## src/rtl/div_iter_pkg.sv

```systemverilog
// Shared defines for the integer execution units: ALU control codes plus
// the state encoding and iteration count of the iterative divider.
package div_iter_pkg;

    typedef enum logic [3:0] {
        ALU_ADD  = 4'd0,
        ALU_SUB  = 4'd1,
        ALU_AND  = 4'd2,
        ALU_OR   = 4'd3,
        ALU_XOR  = 4'd4,
        ALU_SLT  = 4'd5,
        ALU_SLTU = 4'd6,
        ALU_SLL  = 4'd7,
        ALU_SRL  = 4'd8,
        ALU_SRA  = 4'd9,
        ALU_DIV  = 4'd10,
        ALU_DIVU = 4'd11
    } alu_ctrl_e;

    typedef enum logic [1:0] {
        DIV_IDLE = 2'd0,
        DIV_BUSY = 2'd1,
        DIV_DONE = 2'd2
    } div_state_e;

    localparam int DIV_ITERS = 32;
    localparam int DIV_CNT_W = $clog2(DIV_ITERS);
    localparam logic [DIV_CNT_W-1:0] DIV_LAST = DIV_CNT_W'(DIV_ITERS - 1);

endpackage

```

## src/rtl/div_iter.sv

```systemverilog
// Iterative 32-bit radix-2 restoring divider (signed/unsigned), one quotient
// bit per cycle; result is {remainder, quotient}.
module div_iter
    import div_iter_pkg::*;
(
    input  logic        clk,
    input  logic        resetn,
    input  logic        start_div,
    input  logic        signed_div,
    input  logic [31:0] div_srca,
    input  logic [31:0] div_srcb,
    output logic [63:0] div_result,
    output logic        div_ready
);

    div_state_e           state_q, state_d;
    logic [DIV_CNT_W-1:0] cnt_q, cnt_d;
    logic [63:0]          work_q, work_d;
    logic [31:0]          divisor_q, divisor_d;
    logic                 neg_quo_q, neg_quo_d;
    logic                 neg_rem_q, neg_rem_d;
    logic [63:0]          result_q, result_d;

    logic [31:0] abs_a, abs_b;
    logic [32:0] step_diff;
    logic [63:0] step_work;
    logic [31:0] quo_mag, rem_mag;

    // Operand magnitudes and the single shared 33-bit subtractor.
    always_comb begin
        abs_a = (signed_div && div_srca[31]) ? (32'd0 - div_srca) : div_srca;
        abs_b = (signed_div && div_srcb[31]) ? (32'd0 - div_srcb) : div_srcb;
        // Upper 33 bits of the working register after the left shift.
        step_diff = work_q[63:31] - {1'b0, divisor_q};
        step_work = step_diff[32] ? {work_q[62:0], 1'b0}
                                  : {step_diff[31:0], work_q[30:0], 1'b1};
        quo_mag   = step_work[31:0];
        rem_mag   = step_work[63:32];
    end

    // NOTE: every signal written here gets its hold value first, so no path
    // through the case can leave one unassigned and infer a latch.
    always_comb begin
        state_d   = state_q;
        cnt_d     = cnt_q;
        work_d    = work_q;
        divisor_d = divisor_q;
        neg_quo_d = neg_quo_q;
        neg_rem_d = neg_rem_q;
        result_d  = result_q;

        case (state_q)
            DIV_IDLE: begin
                if (start_div) begin
                    neg_quo_d = (div_srca[31] ^ div_srcb[31]) & signed_div;
                    neg_rem_d = div_srca[31] & signed_div;
                    work_d    = {32'd0, abs_a};
                    divisor_d = abs_b;
                    cnt_d     = '0;
                    if (div_srcb == 32'd0) begin
                        state_d  = DIV_DONE;
                        result_d = {div_srca, 32'hFFFF_FFFF};
                    end else begin
                        state_d  = DIV_BUSY;
                    end
                end
            end
            DIV_BUSY: begin
                // Dropping start abandons the operation and keeps the old result.
                if (!start_div) begin
                    state_d = DIV_IDLE;
                end else begin
                    work_d = step_work;
                    cnt_d  = cnt_q + DIV_CNT_W'(1);
                    if (cnt_q == DIV_LAST) begin
                        state_d  = DIV_DONE;
                        result_d = {neg_rem_q ? (32'd0 - rem_mag) : rem_mag,
                                    neg_quo_q ? (32'd0 - quo_mag) : quo_mag};
                    end
                end
            end
            DIV_DONE: state_d = DIV_IDLE;
            default:  state_d = DIV_IDLE;
        endcase
    end

    // NOTE: reset is synchronous (sampled only at the clock edge) and, like all
    // state updates here, uses non-blocking assignments so every flop sees the
    // pre-edge values of the others.
    always_ff @(posedge clk) begin
        if (!resetn) begin
            state_q   <= DIV_IDLE;
            cnt_q     <= '0;
            work_q    <= '0;
            divisor_q <= '0;
            neg_quo_q <= 1'b0;
            neg_rem_q <= 1'b0;
            result_q  <= '0;
        end else begin
            state_q   <= state_d;
            cnt_q     <= cnt_d;
            work_q    <= work_d;
            divisor_q <= divisor_d;
            neg_quo_q <= neg_quo_d;
            neg_rem_q <= neg_rem_d;
            result_q  <= result_d;
        end
    end

    assign div_ready  = (state_q == DIV_DONE);
    assign div_result = result_q;

endmodule
```

## config.mk

```make
export PLATFORM = sky130hd
export DESIGN_NAME = div_iter
export DESIGN_NICKNAME = d
export VERILOG_FILES = /design/src/rtl/div_iter_pkg.sv /design/src/rtl/div_iter.sv
export SDC_FILE = /design/constraint.sdc
export NUM_CORES = 1
export LEC_CHECK = 0
export BUFFER_PORTS_ARGS = -buffer_cell sky130_fd_sc_hd__buf_4
export CORE_ASPECT_RATIO = 1.1
export CORE_MARGIN = 2
export CORE_UTILIZATION = 50
export CTS_CLUSTER_SIZE = 14
export DETAILED_ROUTE_END_ITERATION = 16
export PLACE_DENSITY = 0.77
export SYNTH_ARGS = -nofsm -noshare
export SYNTH_HDL_FRONTEND = slang
export SYNTH_SLANG_ARGS = --single-unit
```

## constraint.sdc

```tcl
create_clock -name clk -period 6.7 [get_ports clk]
set_clock_uncertainty 0.05 [all_clocks]
set_input_delay 0.67 -clock clk [delete_from_list [all_inputs] [get_ports clk]]
set_output_delay 0.67 -clock clk [all_outputs]
set_load 0.01 [all_outputs]
```

==> flow_summary.ini <==
[placement]
port_buffers = 132
gp_congestion = 0.934
dp_hpwl_mm = 27.8

[yosys]
syn_area_per_cell_um2 = 7.68
ys_seq_area_share_pct = 28.2
synth_flop_cell = dfxtp_1
yosysWarnings = 0
netlist_area_um2 = 12000
synth_edf_count = 0
ys_seq_elements = 169
syn-num-nets = 1668
synthCells = 1561
ys_types = 80
ys_async_sr_fraction_pct = 0

[min_path]
hold_path.class = flop to flop

[timing]
fmax_mhz = 182
rsz0062_at_grt = no
min_period_ns = 5.48
hold-worst-slack_ns = 0.431
worst_pin_slew_ns = 1.24
layout_worst_path_cycle_share_pct = 81.8
hold_violations = 0
final.setup.tns_ns = 0
slew_headroom_pct = 17.6
slew_violations = 0
setup_viol = 0

[global_routing]
antenna_found_initial = 0
grt_pass1_wl_mm = 58.2
grt_start_max_net_pins = 107
first_global_vias = 11100
grt.overflow.total = 0
gr-usage-all-layers_pct = 29.0

[clocking]
hold_buffers = 0
h-tree-depth = 4
cts.clk_slew.worst_paths_ns = 0.08
numClockSinks = 169
post_cts_buffers = 0
cts-root-buf = clkbuf_16
cts_max_path_buffers = 2
cts_tree = yes
cts_buffers = 17
cts_resized = 0
clk_latency_ns = 0.44

[setup_path]
crit_slowest_cell = nor4b_1
worstSetupEndpointType = flop
critPathKind = flop to flop
required_ns = 7.02
startpoint_type = flop
cp_num_buf_inv = 4
cp_max_fo = 37
critPathMaxStageDelay_ns = 0.51
critical-path-top-cell-by-count = a21oi_1
crit_chain = inv_1 -> ha_1 -> inv_1 -> fa_1 -> a21o_1 -> a221o_1 -> nand3_2 -> a2111oi_4 -> nor3_2 -> nor2_8 -> inv_2 -> buf_4 -> nor2_1 -> a21oi_1 -> ha_1 -> nor4b_1 -> nand3_1 -> a21oi_1 -> a41oi_1 -> nor3_1 -> a31oi_1 -> xor2_1 -> a21oi_1
cp.arrival_ns = 5.80
path_delay_family = simple AND/OR/NAND/NOR gates

[floorplanning]
io_pins = 133
core_area_um2 = 23600
dieArea_um2 = 25200
start_util_pct = 50.7
rows = 59
die_x_um = 152
chipHeight_um = 166

[power_and_ir_drop]
vdd_drop_max_mv = 0.137
power.leakage_nw = 5.80
powerDensity_nw_per_um2 = 189

[run_status]
run_status = completed

[layout]
syn2layout_area_growth_pct = 14.0
final_nets = 1728
antennaDiodeCount = 0
nFillCells = 2289
drive_gt1_share_pct = 12.6

[routing]
drc = 0
routed_wl_mm = 37.1
first_iter_violations = 1011
dr.pass1.iters = 8
via_count = 12000
wl_per_cell_um = 19.2
viasPerCell = 6.19
postRouteAntennaNets = 0

[job]
maxCapViolCount = 0
where the power goes:
group,internal [mW],leakage (nW),switching [mW]
Sequential,1.04,1.38,0.0348
Combinational,0.194,4.14,0.313
Clock,0.504,0.286,0.501
Total,1.74,5.80,0.849
through the flow:
step / worst slack, ns / utilization [%] / cells / area (um2) / total power [mW]
final: 1.22 / 57.8 / 1939 / 13700 / 2.58
after global routing: 0.877 / 57.8 / 1939 / 13700 / 2.69
after CTS: 1.29 / 57.8 / 1939 / 13700 / 2.58
after detailed placement: 1.30 / 55.3 / 1907 / 13100 / 1.59
after global placement: 1.54 / 55.3 / 1907 / 13100 / 1.59
after floorplan: 1.86 / - / 1561 / 12000 / 1.44
cell usage in the layout, fill, tap and decap left out, types with 9 or more instances in the layout:
cell type,count
or3_1,27
nor4_1,18
o41ai_1,10
clkbuf_16,17
nor2_1,91
nor3_1,30
o21ai_0,123
xnor2_1,63
o211ai_1,25
nand2b_1,11
mux2i_1,25
nor2b_1,28
and2_1,40
buf_4,144
a221oi_1,21
nand3_1,41
o211a_1,46
a31oi_1,21
a22oi_1,12
or4_1,9
nor3b_1,21
inv_1,49
a211oi_1,13
a21oi_1,134
dfxtp_1,169
nand2_1,171
a21o_1,13
xor2_1,66
and3_1,10
a21boi_0,9
nand4_1,9
ha_1,38
o31ai_1,22
layer usage:
| layer | vias to the layer above | track usage [%] | routed length [um] |
|---|---|---|---|
| met3 | 88 | 4.53 | 2970 |
| met4 | 0 | 13.4 | 1680 |
| met1 | 5609 | 37.4 | 15100 |
| met5 | - | 0 | 0 |
| met2 | 498 | 47.5 | 17400 |
| li1 | 5808 | - | - |
cell usage after synthesis (25+ instances only):
library cell | count | share of area (%)
a21oi_1 | 134 | 5.6
mux2i_1 | 25 | 2.1
xnor2_1 | 63 | 4.6
clkbuf_1 | 82 | 2.6
ha_1 | 38 | 4.0
o211a_1 | 46 | 3.8
nand2_1 | 171 | 5.4
nand3_1 | 41 | 1.7
dfxtp_1 | 169 | 28
nor2b_1 | 29 | 1.5
xor2_1 | 66 | 4.8
nor2_1 | 92 | 2.9
o21ai_0 | 123 | 5.1
inv_1 | 49 | 1.5
o211ai_1 | 25 | 1.6
and2_1 | 40 | 2.1
nor3_1 | 30 | 1.3
or3_1 | 27 | 1.4
worst min-delay path: stages (launching register included):
cell and delay, ns:
dfxtp_1 0.31, nand2_1 0.05, a21boi_0 0.07
state kept, by name (all words and copies together), names as in the netlist:
| signal | cells |
|---|---|
| div_result | 64 |
| work_q | 64 |
| divisor_q | 32 |
| cnt_q | 5 |
| state_q | 2 |
| neg_quo_q | 1 |
| neg_rem_q | 1 |
kinds of logic after synthesis:
family                   share of synthesized area (%)
flip-flops                                        28.2
AND/OR/NAND/NOR                                   22.8
AO/OA/AOI/OAI                                     28.1
adder cells (fa/ha/maj)                           4.13
buffers and inverters                             5.08
XOR/XNOR                                          9.43
multiplexers                                      2.28
worst paths after layout:
check | start | endpoint | slack [ns] | depth (start not counted)
worst max register to register | work_q[31] | div_result[62] | 1.22 | 23
worst max-delay path | work_q[31] | div_result[62] | 1.22 | 23
worst min register to register | divisor_q[0] | divisor_q[0] | 0.43 | 2
worst min-delay path | divisor_q[0] | divisor_q[0] | 0.43 | 2
area by class of cell:
type / count / area, um2 / area share (%)
multi-input cells: 1238 / 8030 / 58.7
flip-flops and latches: 169 / 3380 / 24.8
repair buffers: 144 / 1080 / 7.91
clock buffers: 17 / 425 / 3.11
well taps: 305 / 382 / 2.79
inverters: 51 / 191 / 1.40
clock inverters: 15 / 174 / 1.27
Note: power is estimated with default switching activity, not from simulation.
